==> src/rtl/seq_shifter.sv <==
// ============================================================================
// Module   : seq_shifter
// Purpose  : Multi-cycle shift register with load, shift-left, shift-right and
//            rotate-right operations, and a 0-3 step count.
// Revision : 1.0 - initial release
// ============================================================================
`default_nettype none

module mux2 (
  input  logic i_sel,
  input  logic i_a,
  input  logic i_b,
  output logic o_y
);
  assign o_y = i_sel ? i_b : i_a;
endmodule

module seq_shifter #(
  parameter int WIDTH = 4
) (
  input  logic             clk,
  input  logic             rst,
  input  logic             start,
  input  logic [1:0]       op,
  input  logic [1:0]       amount,
  input  logic [WIDTH-1:0] din,
  input  logic             serial_in,
  output logic [WIDTH-1:0] q,
  output logic             carry_out,
  output logic             busy,
  output logic             done
);

  localparam logic [1:0] c_OP_LOAD = 2'b00;
  localparam logic [1:0] c_OP_SHL  = 2'b01;
  localparam logic [1:0] c_OP_ROR  = 2'b11;

  localparam logic [1:0] c_S_IDLE  = 2'd0;
  localparam logic [1:0] c_S_SHIFT = 2'd1;
  localparam logic [1:0] c_S_DONE  = 2'd2;

  logic [1:0]       r_state;
  logic [1:0]       w_next_state;
  logic [1:0]       r_op;
  logic [1:0]       r_cnt;
  logic [WIDTH-1:0] r_q;
  logic             r_carry;

  logic             w_accept;
  logic             w_load;
  logic             w_step;
  logic             w_shl;
  logic             w_ror;
  logic             w_fill;
  logic             w_carry_next;
  logic [WIDTH-1:0] w_shifted;
  logic [WIDTH-1:0] w_stepped;
  logic [WIDTH-1:0] w_q_next;

  assign w_accept = (r_state == c_S_IDLE) && start;
  assign w_load   = w_accept && (op == c_OP_LOAD);
  assign w_step   = (r_state == c_S_SHIFT);
  assign w_shl    = (r_op == c_OP_SHL);
  assign w_ror    = (r_op == c_OP_ROR);

  // State register
  always_ff @(posedge clk or posedge rst) begin
    if (rst) begin
      r_state <= c_S_IDLE;
    end else begin
      r_state <= w_next_state;
    end
  end

  // Next-state logic
  always_comb begin
    w_next_state = r_state;
    case (r_state)
      c_S_IDLE: begin
        if (start) begin
          if ((op == c_OP_LOAD) || (amount == 2'd0)) begin
            w_next_state = c_S_DONE;
          end else begin
            w_next_state = c_S_SHIFT;
          end
        end
      end
      c_S_SHIFT: begin
        if (r_cnt == 2'd1) begin
          w_next_state = c_S_DONE;
        end
      end
      c_S_DONE: begin
        w_next_state = c_S_IDLE;
      end
      default: begin
        w_next_state = c_S_IDLE;
      end
    endcase
  end

  // Output decode from registered state
  always_comb begin
    busy = (r_state != c_S_IDLE);
    done = (r_state == c_S_DONE);
  end

  // The step counter doubles as the latched copy of amount
  always_ff @(posedge clk or posedge rst) begin
    if (rst) begin
      r_op  <= c_OP_LOAD;
      r_cnt <= 2'd0;
    end else if (w_accept) begin
      r_op  <= op;
      r_cnt <= amount;
    end else if (w_step) begin
      r_cnt <= r_cnt - 2'd1;
    end
  end

  // MSB fill: serial_in for SHR, old LSB for ROR
  mux2 u_fill (
    .i_sel (w_ror),
    .i_a   (serial_in),
    .i_b   (r_q[0]),
    .o_y   (w_fill)
  );

  for (genvar i = 0; i < WIDTH; i++) begin : g_bit
    logic w_left;
    logic w_right;

    if (i == 0) begin : g_lsb
      assign w_left = serial_in;
    end else begin : g_nlsb
      assign w_left = r_q[i-1];
    end

    if (i == WIDTH - 1) begin : g_msb
      assign w_right = w_fill;
    end else begin : g_nmsb
      assign w_right = r_q[i+1];
    end

    mux2 u_dir (
      .i_sel (w_shl),
      .i_a   (w_right),
      .i_b   (w_left),
      .o_y   (w_shifted[i])
    );

    mux2 u_step (
      .i_sel (w_step),
      .i_a   (r_q[i]),
      .i_b   (w_shifted[i]),
      .o_y   (w_stepped[i])
    );

    mux2 u_load (
      .i_sel (w_load),
      .i_a   (w_stepped[i]),
      .i_b   (din[i]),
      .o_y   (w_q_next[i])
    );
  end

  always_comb begin
    w_carry_next = r_carry;
    if (w_load) begin
      w_carry_next = 1'b0;
    end else if (w_step) begin
      w_carry_next = w_shl ? r_q[WIDTH-1] : r_q[0];
    end
  end

  always_ff @(posedge clk or posedge rst) begin
    if (rst) begin
      r_q     <= '0;
      r_carry <= 1'b0;
    end else begin
      r_q     <= w_q_next;
      r_carry <= w_carry_next;
    end
  end

  assign q         = r_q;
  assign carry_out = r_carry;

endmodule

`default_nettype wire
==> config.mk <==
export PLATFORM = sky130hd
export DESIGN_NAME = seq_shifter
export DESIGN_NICKNAME = d
export VERILOG_FILES = /design/src/rtl/seq_shifter.sv
export SDC_FILE = /design/constraint.sdc
export NUM_CORES = 1
export LEC_CHECK = 0
export CAP_MARGIN = 20
export CORE_AREA = 5 5 45 47
export DETAILED_ROUTE_END_ITERATION = 10
export DIE_AREA = 0 0 50 52
export DONT_BUFFER_PORTS = 1
export PLACE_DENSITY = 0.67
export SYNTH_ARGS = -nofsm -noshare
export SYNTH_HDL_FRONTEND = slang
export SYNTH_SLANG_ARGS = --single-unit
export TNS_END_PERCENT = 30
==> constraint.sdc <==
create_clock -name clk -period 1.48 [get_ports clk]
set_input_delay 0.296 -clock clk [delete_from_list [all_inputs] [get_ports clk]]
set_output_delay 0.296 -clock clk [all_outputs]
set_load 0.01 [all_outputs]
Word-level counts from Yosys, hierarchy flattened

Cells that the tools add are included.

Register bits after elaboration: 11
Bits in latches: 0
Bits in writable memories: 0
Memory bits (read-only): 0
Output and inout port bits: 7
Logic and storage cells: 45
Memories: 0

Add/sub/neg operators: 1
$mul: 0
Divide/modulo/power cells: 0
Order comparisons: 0
Equal/unequal tests: 7
Shift operators: 0
Mux-type cells: 22
Bitwise operators: 0
Reductions and logical operators: 10

Operator list:

| kind                                              | count |
|---|---|
| two-way mux 1 bit                                 | 16 |
| two-way mux 2 bit                                 | 5 |
| == test 2 x 1 -> 1 bit (second input constant)    | 3 |
| logical NOT 2 bit                                 | 3 |
| nonzero test 2 bit                                | 3 |
| == test 2 bit (second input constant)             | 2 |
| inequality test 2 bit (second input constant)     | 2 |
| one-hot mux 2 bit (2 select lines)                | 1 |
| logical AND 1 bit                                 | 2 |
| AND reduction 2 bit                               | 1 |
| subtractor 2 x 1 -> 2 bit (second input constant) | 1 |
| logical OR 1 bit                                  | 1 |

Logic depth before layout (Yosys ltp)

Depth after elaboration: 5
Gate-level depth with buffers: 5
Gate-level depth less buffers: 4

Cells and area by module

From an unflattened synthesis, not the netlist that was laid out.

Cells, all modules: 56
Area total of the unflattened synthesis: 724.4 µm²

By module, submodules not included:

| module      | times used | cells each | area each (µm²) | sequential area each (µm²) |
|---|---|---|---|---|
| seq_shifter | 1          | 43         | 529.3           | 275.3 |
| mux2        | 13         | 1          | 15.0            | 0.0 |

Worst setup path before layout

Ideal clock, no wire load.

Path type: reg-to-reg
Start point: reg r_state[1]
End point: reg r_q[3], in the netlist q[3]
Arrival: 1192 ps
Setup slack: 138 ps
Stages on the path, launching flop included: 6
Buffers on the path: 2
Cell sequence: dfrtp_1 > buf_6 > nand2b_1 > clkbuf_1 > a2111oi_0 > a221oi_2

Word-level cells in the longest chain between the ends: 4

Ends and longest elaborated chain:

| item                                                           | RTL line | RTL |
|---|---|---|
| start: declaration                                             | 42       | `logic [1:0] r_state;` |
| start signal: assignment                                       | 69       | `r_state <= c_S_IDLE;` |
| start signal: assignment                                       | 71       | `r_state <= w_next_state;` |
| logical NOT 2 bit                                              | 60       | `assign w_accept = (r_state == c_S_IDLE) && start;` |
| logical AND 1 bit                                              | 60       |  |
| logical AND 1 bit                                              | 61       | `assign w_load = w_accept && (op == c_OP_LOAD);` |
| two-way mux 1 bit / nonzero test 2 bit (equally long branches) | n/a      |  |
| end signal: assignment                                         | 181      | `r_q <= w_q_next;` |
| end: declaration                                               | 46       | `logic [WIDTH-1:0] r_q;` |

Parallel ways exist; a longest one is shown, timed or not.
A chain may end at the register's enable or synchronous reset.

Worst setup path after layout

Same ends and word-level chain as after synthesis.

==> impl_results.md <==
* Status: finished clean
* Synth area leaders: dfrtp_1 (41%), mux2i_1 (6.0%), nor2b_1 (5.6%)
* Tot GR Track Use at 0.110
* # DRC at 0
* Min-delay worst type: in -> reg
* FF+latch count, synth at 11
* Net Sw Power at 585 uW
* CP max stage cell: or4b_4
* Syn Nets at 81
* Yosys top cell area share at 0.411
* Adder-cell share of the synthesized area at 0.0187
* Max_cap viols at 0
* Fin util at 0.443
* Post-synth top area cell: dfrtp_1
* Post-Syn Area at 669 sq um
* Setup crit start: r_state[1]
* DP Area at 667 sq um
* Clk_lat worst skew at ~0.26 ns
* Worst slew pin tran at 0.518 ns
* Required time of the critical path at 1.65 ns
* Largest net degree at the start of global routing at 12
* Dpl cells at between 80 and 90
* Synth Area in Simple Gates at 0.228
* Initial core utilization at 0.415
* Final setup violating endpoints at 0
* Post-synthesis mux area share at 0.0935
* Final Max Tran Viols at 0
* CP bufs+invs at 1
* Worst setup SP type: flip-flop
* Non-filler instance count after layout at 87
* Diodes inserted at 0
* Synth warn at 0
* Syn-to-layout area delta at 6.92%
* XOR/XNOR Fraction of Synth Area at 0
* Final Hold Viols at 0
* CP Max Fanout at 4
* Reg2reg path depth at 3
* Type of the worst setup path: reg -> reg
* PwrDens at a little over 2000 nW/um^2
* Complex-gate fraction of the synthesized area at 0.151
* Rows at 15
* Unrepaired setup endpoints after global routing: false
* I/O pin count at 19
* Cell count along the critical path at 3
* Layout Nets at 84
* Die area at 2600 sq um
* Layout cell share with drive strength beyond 1 at 0.186
* Slew HR at 0.654
* Area occupied by registers at 275 sq um
* Filler cells at 169
* Reg2Reg Launch Point: r_state[1]
* First-pass GRT wire length at approximately 2200 microns
* Critical Path Sink: q[3]
* CTS tree: built
* Crit path time final at 1.42 ns
* Area of the multi-input gates at 333 sq um
* Reg power frac at 0.397
* Post-synthesis sequential area ratio at 0.411
* Cell family contributing the most delay on the critical path: simple AND/OR/NAND/NOR gates
* Combinational family with the most area after synthesis: simple AND/OR/NAND/NOR gates
* Clk root buf: clkbuf_4
* Clk buf depth at 2
* Sink Count at 11
* Die Wd at 50 microns
* Critical-path cell list: buf_4 -> or4b_4 -> a221oi_2
* Total Wirelength at 1310 microns
* Initial antenna violation count at 0
* Initial DRC Count at 12
* Static leakage at 0.000310 uW
* VDD IR max at approximately 0.00089 V
* Min Hold Slack at about 0.16 ns
* Vias/cell at 5.67
* DR vias at 493
* Synth unique cells at 28
* Via count of the first global-routing pass at roughly 520
* Peak Freq at 702 MHz
* Combinational share of power at 0.464
* First-pass DRT Iterations at 4
* GRT overflow at 0
* Cells after Synth at between 60 and 70
* CP peak stage delay at roughly 0.55 ns
* Routability Congestion at 0.816
* Post-route ant nets at 0
* Clock Skews at 0.000725 ns
* Critical path arrival at 1.60 ns
* R2R Path End: q[3]
* HPWL Detailed at 1060 microns
* H-tree depth at 1
* WL/cell at 15.0 microns
* Core area at 1610 sq um
* R2r setup slk at 0.06 ns
* CP Capture Type: flip-flop
* Design Area, Final at 716 sq um
* Setup TNS at 0 ns
* Worst-path clk slew at 0.07 ns
* Switching share of total power at 0.397
* Tcrit/Tclk final at 0.963
* P_int at 887 uW
* Syn Area/Cell at 9.84 sq um
* Buffers on Ports at 0
* Die Span Y at around 52 microns
* CTS buffer count at 3
* Clk network pwr share at 0.139
==> worst min path at each step <==
stage | from | end | slack, ns | cells after the start
after floorplan | rst | carry_out | 0.15 | 1
after global placement | rst | q[2] | 0.20 | 1
after detailed placement | rst | q[3] | 0.21 | 1
after CTS | op[0] | r_op[0] | 0.15 | 1
after global routing | op[0] | r_op[0] | 0.16 | 1
final | op[0] | r_op[0] | 0.16 | 1
==> cell families (layout without fill, tap and decap cells) <==
family	count (synthesis)	after routing
mux	6	6
simple gates	25	25
compound gates	14	14
flops	11	11
buf+inv	11	13
fa+ha+maj	1	1
==> registers in the layout, summed over array words and instances, names as in the netlist <==
signal     count
carry_out      1
q              4
r_cnt          2
r_state        2
r_op           2
==> what timing repair did <==
item	in CTS	in global routing
setup endpoints to repair	1	2
endpoints found under the hold margin	11	0
gates resized for setup	0	2
hold buffers	1	0
buffers inserted	1	0
pin swaps	0	0
==> metal layers <==
layer | vias to the layer above | routed length [microns] | global-route usage | part of all wire
met3 | 2 | 146 | 0.0688 | 0.11
met2 | 19 | 612 | 0.182 | 0.47
met4 | 0 | 14 | 0.0262 | 0.011
met5 | - | 0 | 0 | 0
met1 | 230 | 534 | 0.115 | 0.41
li1 | 242 | - | - | -
==> power by group through the flow <==
stage               clock, uW  sequential [uW]  combinational, uW
finish                    204              584                683
global route              229              610                767
CTS                       215              590                673
detailed placement          0              601                648
global placement            0              591                630
floorplan                   0              537                630
==> synth_stat cells <==
master / instances
clkbuf_1: 2
nor2b_1: 6
nand2b_1: 2
mux2_1: 2
nand2_1: 3
or4b_4: 1
or2_2: 1
buf_4: 4
inv_1: 3
nor2_1: 2
ha_1: 1
mux2i_1: 4
buf_2: 1
a2111oi_0: 1
o211ai_1: 3
and2_1: 1
a21oi_1: 2
o22ai_1: 2
dfrtp_1: 11
a221oi_2: 1
or3b_1: 1
a22oi_1: 2
and3_1: 1
nor3b_2: 1
nand3_1: 6
buf_6: 1
o21ai_0: 2
o21bai_1: 1
==> placed cells by master (no fill, tap or decap) <==
master and n:
a221oi_2 1, or2_4 1, inv_1 3, o21bai_1 1, or4b_4 1, mux2i_1 4
mux2_1 2, nor2b_1 6, dfrtp_1 11, nand3_1 6, clkbuf_4 3, or3b_1 1
and3_1 1, a21oi_1 2, nand2b_1 2, o22ai_1 2, buf_4 5, o21ai_0 2
and2_1 1, clkinv_2 1, nor3b_2 1, a22oi_1 2, nand2_1 3, a2111oi_1 1
ha_1 1, dlygate4sd3_1 1, o211ai_1 3, nor2_1 2
==> per-stage QoR <==
step	worst slack [ns]	total power, uW
after floorplan	0.138	1170
after global placement	0.180	1220
after detailed placement	0.0808	1250
after CTS	0.0187	1480
after global routing	0.00776	1610
final	0.0554	1470
==> layout make-up <==
type / instances / area share
multi-input combinational: 46 / 0.465
sequential: 11 / 0.385
timing repair buffer: 6 / 0.0664
clock buffer: 3 / 0.0315
tap: 17 / 0.0297
inverter: 3 / 0.0157
clock inverter: 1 / 0.00699
Note: power is estimated with default switching activity, not from simulation.
==> RTL change (same flow settings) <==
Set the parameter `WIDTH` to 6 (it was 4).
--- a/src/rtl/seq_shifter.sv
+++ b/src/rtl/seq_shifter.sv
@@ -18,3 +18,3 @@
 module seq_shifter #(
-  parameter int WIDTH = 4
+  parameter int WIDTH = 6
 ) (
Interface: changed (resized din and q); port bits go from 19 to 23. No check against the original RTL was run, so the function may have changed too.
==> RTL change against the original RTL <==
- sequential share of layout area is 1.7 points higher
- largest cell class unchanged
- design area increased by 13%
- fmax about the same
- wire length increased by 28%
- largest power group is now sequential cells
- power up 15%
- setup slack improved by 0.00062 ns
- via count is 20% higher
- synthesized area increased by 17%
- sequential cell count rose by 2
==> RTL change: results <==
metrics = {
    "worst_hold_path": {
        "hold_path_startpoint": "din[5]",
        "hold_path_end": "q[5]$_DFFE_PP0P_",
    },
    "pwr": {
        "ir_drop_v": 0.001016,
        "leakage_uw": 0.0003523,
    },
    "placed_design": {
        "gp_congestion": 0.7738,
        "pre_cts_ws_ns": 0.06214,
        "dp_hpwl_um": 1292,
    },
    "setup_path": {
        "regToRegEndpoint": "q[5]$_DFFE_PP0P_",
        "path_class": "flip-flop to flip-flop",
        "max_stage_delay_ns": 0.48,
        "path_max_fanout": 2,
        "cpLargestDelayFamily": "simple AND/OR/NAND/NOR gates",
    },
    "global_route": {
        "grt_pass1_wl_um": 2863,
        "groute.usage.overall_pct": 14.79,
        "grt_max_degree": 14,
    },
    "sta": {
        "relSlewSlack_pct": 66.46,
        "period_minus_slack_ns": 1.424,
        "clock_skew_ns": 0.002282,
    },
    "finish": {
        "nFillCells": 161,
        "fin_nets": 97,
        "n_antenna_cell": 0,
        "largest_reg_flops": 6,
        "drive_gt1_share_pct": 16.05,
    },
    "route": {
        "drtPass1Iterations": 4,
        "vias": 590,
        "wl_per_cell_um": 17.13,
    },
    "synthesis": {
        "synth_common_cells": "13 x dfrtp_1, 10 x nand3_1, 7 x mux2i_1",
        "yosysSeqAreaShare_pct": 41.47,
        "ys_types": 24,
        "synthTopCellsByArea": "dfrtp_1 41%, mux2i_1 8.9%, nand3_1 6.4%",
        "async_reset_ff_share_pct": 100.0,
    },
    "clock_network": {
        "insertion_delay_ns": 0.27,
        "htree_levels": 1,
    },
    "status": {
        "status": "finished, final reports clean",
    },
}
## RTL change: cell type report
type	instances	area, sq um	area share [%]
multi-input combinational	54	375.4	46.30
clock buffer	4	26.28	3.241
sequential	13	325.3	40.12
tap	17	21.27	2.623
timing repair buffer	6	47.55	5.864
inverter	4	15.01	1.852
## RTL change: routing by layer
layer  track usage [%]  wire, um  up-vias
met1             18.05       736      286
met4             9.170        37        0
met5                 0         0        -
met2             21.76       796       16
met3             5.444       109        4
li1                  -         -      284
## RTL change: where the power goes
group | switching (uW) | total, uW | internal [uW]
registers | 223 | 742 | 520
clock network | 118 | 222 | 104
logic | 353 | 727 | 374
total | 694 | 1690 | 997
## RTL change: cell families (layout without fill, tap and decap cells)
kind of cell | count (synthesis) | count (layout) | synth area share (%)
adders and majority gates | 1 | 1 | 1.595
DFF | 13 | 13 | 41.47
buffers and inverters | 15 | 14 | 11.16
muxes | 9 | 9 | 11.80
AOI/OAI and AO/OA | 17 | 17 | 14.36
and+or+nand+nor | 27 | 27 | 19.62
## RTL change: through the flow
step	utilization [%]	instance area, sq um	cells	hold slack, ns	total power, uW
floorplan	-	784.5	82	0.1730	1402
global placement	47.75	770.7	93	0.2470	1465
detailed placement	47.75	770.7	93	0.2462	1485
CTS	50.00	807.0	98	0.1348	1717
global route	50.23	810.8	98	0.1311	1851
finish	50.23	810.8	98	0.1467	1692
## RTL change: what timing repair did
item                                   CTS  global route
setup endpoints to repair                0             1
buffers inserted                         0             0
hold buffers                             1             0
resized for setup                        0             1
endpoints found under the hold margin   13             0
